## config.mk

```make
export PLATFORM = sky130hd
export DESIGN_NAME = divisor_nr4
export DESIGN_NICKNAME = d
export VERILOG_FILES = /design/src/rtl/divisor_pkg.sv /design/src/rtl/sum_resta_n.sv /design/src/rtl/divisor_nr4.sv
export SDC_FILE = /design/constraint.sdc
export NUM_CORES = 1
export LEC_CHECK = 0
export BUFFER_PORTS_ARGS = -buffer_cell sky130_fd_sc_hd__buf_2
export CORE_ASPECT_RATIO = 2
export CORE_MARGIN = 3
export CORE_UTILIZATION = 35
export CTS_CLUSTER_DIAMETER = 80
export DETAILED_ROUTE_END_ITERATION = 12
export PLACE_DENSITY = 0.55
export SETUP_SLACK_MARGIN = 0.5
export SYNTH_ARGS = -nofsm -noshare
export SYNTH_HDL_FRONTEND = slang
export SYNTH_SLANG_ARGS = --single-unit
```

## constraint.sdc

```tcl
create_clock -name clk -period 7.5 [get_ports clk]
set_clock_uncertainty 0.05 [all_clocks]
set_input_delay 0.375 -clock clk [delete_from_list [all_inputs] [get_ports clk]]
set_output_delay 0.375 -clock clk [all_outputs]
set_load 0.05 [all_outputs]
```

## src/rtl/divisor_pkg.sv

```systemverilog
// Shared types and constants for the non-restoring radix-2 divider (divisor_nr4).
package divisor_pkg;

  localparam int N_DEF = 4;

  typedef enum logic [1:0] {
    REPOSO  = 2'b00,
    ITERA   = 2'b01,
    CORRIGE = 2'b10,
    FIN     = 2'b11
  } estado_t;

endpackage

```

## src/rtl/sum_resta_n.sv

```systemverilog
// W-bit adder/subtractor shared by the iteration and correction steps of the divider.
module sum_resta_n #(
  parameter int W = 5
) (
  input  logic [W-1:0] a_i,
  input  logic [W-1:0] b_i,
  input  logic         resta_i,
  output logic [W-1:0] y_o
);

  // Subtraction as a + ~b + 1 keeps a single carry chain for both operations.
  assign y_o = a_i + (b_i ^ {W{resta_i}}) + {{(W-1){1'b0}}, resta_i};

endmodule

```

## src/rtl/divisor_nr4.sv

```systemverilog
// Sequential non-restoring divider: N iterations plus one correction cycle.
// Define DIVISOR_NR4_SIGNO_EN for two's-complement operands (sign fix-up on latch).
module divisor_nr4
  import divisor_pkg::*;
#(
  parameter int N       = N_DEF,
  parameter int RETARDO = 1
) (
  input  logic         clk,
  input  logic         reset,
  input  logic         inicio,
  input  logic [N-1:0] dividendo,
  input  logic [N-1:0] divisor,
  output logic [N-1:0] cociente,
  output logic [N-1:0] resto,
  output logic         fin,
  output logic         ocupado,
  output logic         div_cero
);

  localparam int CW = $clog2(N + 1);

  // RETARDO only shapes simulation timing in the legacy model; synthesized registers ignore it.
  if (N < 2 || RETARDO < 0) begin : g_param_check
    $error("divisor_nr4: N must be >= 2 and RETARDO must be >= 0");
  end

  estado_t       estado_q, estado_d;
  logic [N:0]    a_q, a_d;
  logic [N-1:0]  q_q, q_d;
  logic [N:0]    m_q, m_d;
  logic [CW-1:0] cnt_q, cnt_d;
  logic [N-1:0]  cociente_q, cociente_d;
  logic [N-1:0]  resto_q, resto_d;
  logic          div_cero_q, div_cero_d;
  logic          fin_q, fin_d;
  logic          ocupado_q, ocupado_d;

  logic [N:0]    a_sh;
  logic [N:0]    sr_a;
  logic          sr_resta;
  logic [N:0]    sr_y;
  logic [N:0]    a_corr;
  logic [N-1:0]  dvd_mag;
  logic [N-1:0]  dsr_mag;
  logic [N-1:0]  coc_fix;
  logic [N-1:0]  res_fix;

`ifdef DIVISOR_NR4_SIGNO_EN
  logic          neg_coc_q, neg_coc_d;
  logic          neg_res_q, neg_res_d;

  function automatic logic [N-1:0] magnitud(input logic [N-1:0] x);
    return x[N-1] ? (~x + {{(N-1){1'b0}}, 1'b1}) : x;
  endfunction

  assign dvd_mag = magnitud(dividendo);
  assign dsr_mag = magnitud(divisor);
  // The most-negative dividend over -1 wraps naturally: |MIN| reads back as MIN.
  assign coc_fix = neg_coc_q ? (~q_q + {{(N-1){1'b0}}, 1'b1}) : q_q;
  assign res_fix = neg_res_q ? (~a_corr[N-1:0] + {{(N-1){1'b0}}, 1'b1}) : a_corr[N-1:0];
`else
  assign dvd_mag = dividendo;
  assign dsr_mag = divisor;
  assign coc_fix = q_q;
  assign res_fix = a_corr[N-1:0];
`endif

  // ITERA operates on the shifted remainder; the operation is chosen by the pre-shift sign.
  assign a_sh     = {a_q[N-1:0], q_q[N-1]};
  assign sr_a     = (estado_q == ITERA) ? a_sh : a_q;
  assign sr_resta = (estado_q == ITERA) && !a_q[N];
  assign a_corr   = a_q[N] ? sr_y : a_q;

  sum_resta_n #(.W(N + 1)) u_sum_resta (
    .a_i     (sr_a),
    .b_i     (m_q),
    .resta_i (sr_resta),
    .y_o     (sr_y)
  );

  always_comb begin
    // NOTE: every target gets a default first so no path through the case infers a latch.
    estado_d   = estado_q;
    a_d        = a_q;
    q_d        = q_q;
    m_d        = m_q;
    cnt_d      = cnt_q;
    cociente_d = cociente_q;
    resto_d    = resto_q;
    div_cero_d = div_cero_q;
`ifdef DIVISOR_NR4_SIGNO_EN
    neg_coc_d  = neg_coc_q;
    neg_res_d  = neg_res_q;
`endif

    unique case (estado_q)
      REPOSO: begin
        if (inicio) begin
          if (divisor == '0) begin
            estado_d   = FIN;
            div_cero_d = 1'b1;
            cociente_d = '1;
            resto_d    = dividendo;
          end else begin
            estado_d = ITERA;
            a_d      = '0;
            q_d      = dvd_mag;
            m_d      = {1'b0, dsr_mag};
            cnt_d    = CW'(N);
`ifdef DIVISOR_NR4_SIGNO_EN
            neg_coc_d = dividendo[N-1] ^ divisor[N-1];
            neg_res_d = dividendo[N-1];
`endif
          end
        end
      end

      ITERA: begin
        a_d   = sr_y;
        q_d   = {q_q[N-2:0], ~sr_y[N]};
        cnt_d = cnt_q - CW'(1);
        if (cnt_q == CW'(1)) begin
          estado_d = CORRIGE;
        end
      end

      CORRIGE: begin
        a_d        = a_corr;
        cociente_d = coc_fix;
        resto_d    = res_fix;
        div_cero_d = 1'b0;
        estado_d   = FIN;
      end

      FIN: begin
        estado_d = REPOSO;
      end

      default: begin
        estado_d = REPOSO;
      end
    endcase

    // Flags are registered from the next state so they line up exactly with the state.
    fin_d     = (estado_d == FIN);
    ocupado_d = (estado_d != REPOSO);
  end

  always_ff @(posedge clk or posedge reset) begin
    if (reset) begin
      estado_q   <= REPOSO;
      a_q        <= '0;
      q_q        <= '0;
      m_q        <= '0;
      cnt_q      <= '0;
      cociente_q <= '0;
      resto_q    <= '0;
      div_cero_q <= 1'b0;
      fin_q      <= 1'b0;
      ocupado_q  <= 1'b0;
`ifdef DIVISOR_NR4_SIGNO_EN
      neg_coc_q  <= 1'b0;
      neg_res_q  <= 1'b0;
`endif
    end else begin
      // NOTE: non-blocking updates so every register samples pre-edge values.
      estado_q   <= estado_d;
      a_q        <= a_d;
      q_q        <= q_d;
      m_q        <= m_d;
      cnt_q      <= cnt_d;
      cociente_q <= cociente_d;
      resto_q    <= resto_d;
      div_cero_q <= div_cero_d;
      fin_q      <= fin_d;
      ocupado_q  <= ocupado_d;
`ifdef DIVISOR_NR4_SIGNO_EN
      neg_coc_q  <= neg_coc_d;
      neg_res_q  <= neg_res_d;
`endif
    end
  end

  assign cociente = cociente_q;
  assign resto    = resto_q;
  assign div_cero = div_cero_q;
  assign fin      = fin_q;
  assign ocupado  = ocupado_q;

endmodule
```

==> results.tsv <==
metric	value	unit
outcome	finished, final reports clean	
Longest Clk Path Bufs	2	
register-to-register setup slack	4240	ps
total global-route track usage	0.1503	
Hold/Removal Path Class	in2async	
clock transition at the registers of the reported paths	70	ps
post-synthesis cell type with the largest combined area	dfrtp_1	
Worst Path Required	7620	ps
clock network fraction of total power	0.123	
clock tree root driver cell	clkbuf_8	
worst-case headroom to the max-slew limit	0.4400	
routing layer with the top usage in global route	met2	
Crit Reg-Reg Startpoint	estado_q[1]	
biggest area contributors in the synthesized netlist	dfrtp_1, ha_1, nand2_1	
overall power after layout	1026	uW
number of vias per cell after detailed routing	5.301	
average cell area after synthesis	9.530	um2
half-perimeter wire length after detailed placement	3157	um
share of cells above drive strength 1	0.2059	
leakage component of the power	0.0009165	uW
power density normalized to cell area	527.4	mW/mm2
1st-pass router iterations	4	
largest vdd supply drop	0.2788	mV
effective utilization at floorplan	0.3661	
critical-path maximum fanout	21	
number of instances in the placed design	251	
Combinational Power Share	0.610	
timing-limited maximum frequency	0.3069	GHz
highest-count cells in the layout ignoring fill and taps	dfrtp_1, buf_2, nand2_1, nor2_1, inv_1	
stage delay of the slowest cell on the critical path	700	ps
Seq pwr share	0.267	
switching power	507.3	uW
horizontal die dimension	55.51	um
Net Count, Synth	200	
area fraction of the dominant cell type after synthesis	0.4230	
routed via count	1373	
num rows	35	
category of the worst setup path capture point	register	
cell internal pwr	518.9	uW
area of the die	0.005828	mm2
transition time of the tightest slew-check pin	840.0	ps
count of max-cap constraint violations	0	
Critical Path, Cell by Cell	inv_1 > ha_1 > nand2b_1 > xnor2_1 > inv_1 > fa_1 > xnor2_1 > mux2_2 > nand2_1 > nor2_1 > a221o_1	
Distinct cells, synth	44	
netlist area before placement	0.001715	mm2
share of the core filled with cells in the final layout	0.4152	
global route total overflow	0	
clk_lat worst skew	290	ps
switching power share of the total	0.4944	
Setup violations, final	0	
Final Max Slew Viols	0	
residual DRC count	0	
clock tree from TritonCTS	built	
Synth Warn #	0	
Resize count post-CTS	0	
post-synthesis to final-layout area growth	13.42	%
area of the core	0.004686	mm2
post-synthesis instance total	180	
final antenna-violating net count	0	
setup_tns	0	ps
Final Instance Count excl. Fillers	259	
y dimension of the die	105.0	um
Yosys reg bits	29	
grt met2 use	0.2864	
reg2reg end	resto[2]	
Critical Setup Path Class	reg2reg	
number of buffers added by the clock tree synthesis step	5	
number of buffer and inverter instances along the worst setup path	2	
total setup buffers inserted after CTS	0	
largest net degree at the start of global routing	30	
total number of clock tree sinks	29	
final hold viol count	0	
pre-CTS setup slack	4255	ps
DRC violation total after the first TritonRoute iteration	38	
port bufs	21	
number of antenna diodes	0	
nets@finish	223	
clock period minus worst slack	3258	ps
kind of launch point of the worst setup path	register	
sequential cell area fraction in the yosys report	0.4230	
Top delay family on crit path	adder cells	
arrival time worst endpoint	3380	ps
# hold bufs at CTS	0	
initial antenna violation count	0	
routed wire length	4120	um
ports placed on the boundary	22	
most common library cell in the layout ignoring fill and taps	dfrtp_1	
unrepaired setup endpoints after global routing	false	
fraction of met1 tracks used by global routing	0.1535	
worst reg2reg path depth	11	
met3 Track Usage GR	0.02843	
number of H-tree branching levels	2	
wire per inst	15.91	um
via count of the first global-routing pass	1372	
Final Cycle Share	0.4344	
wire length of the first global-routing pass	6727	um
RD Place Congestion	0.7807	
slowest stage cell, crit path	ha_1	
final worst-path setup slack	4242	ps
-- metal layers --
metal,routed length (um),vias to the layer above
li1,-,680
met1,1643,665
met2,2263,21
met3,135,7
met4,77,0
met5,0,-
-- power by group through the flow --
stage | clock network (uW) | logic [uW] | registers [uW]
global placement | 0 | 628 | 277
detailed placement | 0 | 631 | 278
floorplan | 0 | 423 | 348
finish | 126 | 626 | 274
CTS | 129 | 632 | 275
global route | 138 | 698 | 283
-- synthesized netlist by cell type (all sizes together) --
| library cell | count |
|---|---|
| nor3 | 2 |
| a31oi | 5 |
| a21boi | 1 |
| nand2b | 6 |
| a311o | 1 |
| nand3 | 3 |
| nor2 | 18 |
| and3 | 1 |
| a22o | 2 |
| o22a | 1 |
| buf | 6 |
| mux2 | 6 |
| a21oi | 11 |
| a21o | 3 |
| nor3b | 1 |
| and3b | 1 |
| o221ai | 1 |
| nor2b | 1 |
| o21a | 1 |
| dfrtp | 29 |
| o211ai | 3 |
| or4 | 1 |
| and2 | 2 |
| mux2i | 3 |
| xnor2 | 6 |
| or2 | 1 |
| nor4 | 1 |
| a211oi | 1 |
| fa | 1 |
| inv | 15 |
| nor4bb | 1 |
| a32o | 3 |
| a221o | 4 |
| nand3b | 1 |
| nand2 | 19 |
| ha | 8 |
| o21ai | 10 |
-- worst reg2reg max path, stage by stage (launching register included) --
cell	delay (ps)
dfrtp_1	400
inv_1	80
ha_1	700
nand2b_1	280
xnor2_1	290
inv_1	90
fa_1	420
xnor2_1	160
mux2_2	270
nand2_1	90
nor2_1	50
a221o_1	260
-- final cells by class --
cell class / instances / area, um2
Fill cell: 487 / 2740
Multi-Input combinational cell: 130 / 899.6
Sequential cell: 29 / 725.7
Timing Repair Buffer: 22 / 112.6
Clock buffer: 6 / 72.57
Tap cell: 55 / 68.82
Inverter: 15 / 56.30
Clock inverter: 2 / 10.01
-- sequential cells by signal (all words and copies together), names as in the netlist --
signal / cells
resto: 4
div_cero: 1
estado_q: 2
coc_fix: 4
a_q: 5
fin: 1
m_q: 4
cnt_q: 3
ocupado: 1
cociente: 4
-- stage by stage --
stage | hold WS, ps | area (um2)
floorplan | 403.1 | 1715
global placement | 412.9 | 1863
detailed placement | 417.6 | 1863
CTS | 112.5 | 1946
global route | 163.8 | 1946
finish | 91.08 | 1946
-- worst max path at each step --
stage,from,slack [ps],cells after the start,endpoint
2_1_floorplan,estado_q[1],4610,11,resto[3]
3_3_place_gp,estado_q[1],4310,11,resto[2]
3_5_place_dp,estado_q[1],4260,11,resto[2]
4_1_cts,estado_q[1],4230,11,resto[2]
5_1_grt,estado_q[1],4040,11,resto[2]
6_report,estado_q[1],4240,11,resto[2]
-- cell families after synthesis --
| kind of cell | after synthesis | share of synthesized area |
|---|---|---|
| AOI/OAI and AO/OA | 47 | 0.1904 |
| xor gates and xnor gates | 6 | 0.03063 |
| adders and majority gates | 9 | 0.07002 |
| buffers and inverters | 21 | 0.05251 |
| DFF | 29 | 0.4231 |
| muxes | 9 | 0.05689 |
| and+or+nand+nor | 59 | 0.1765 |
Power figures use the tool's default switching activity.
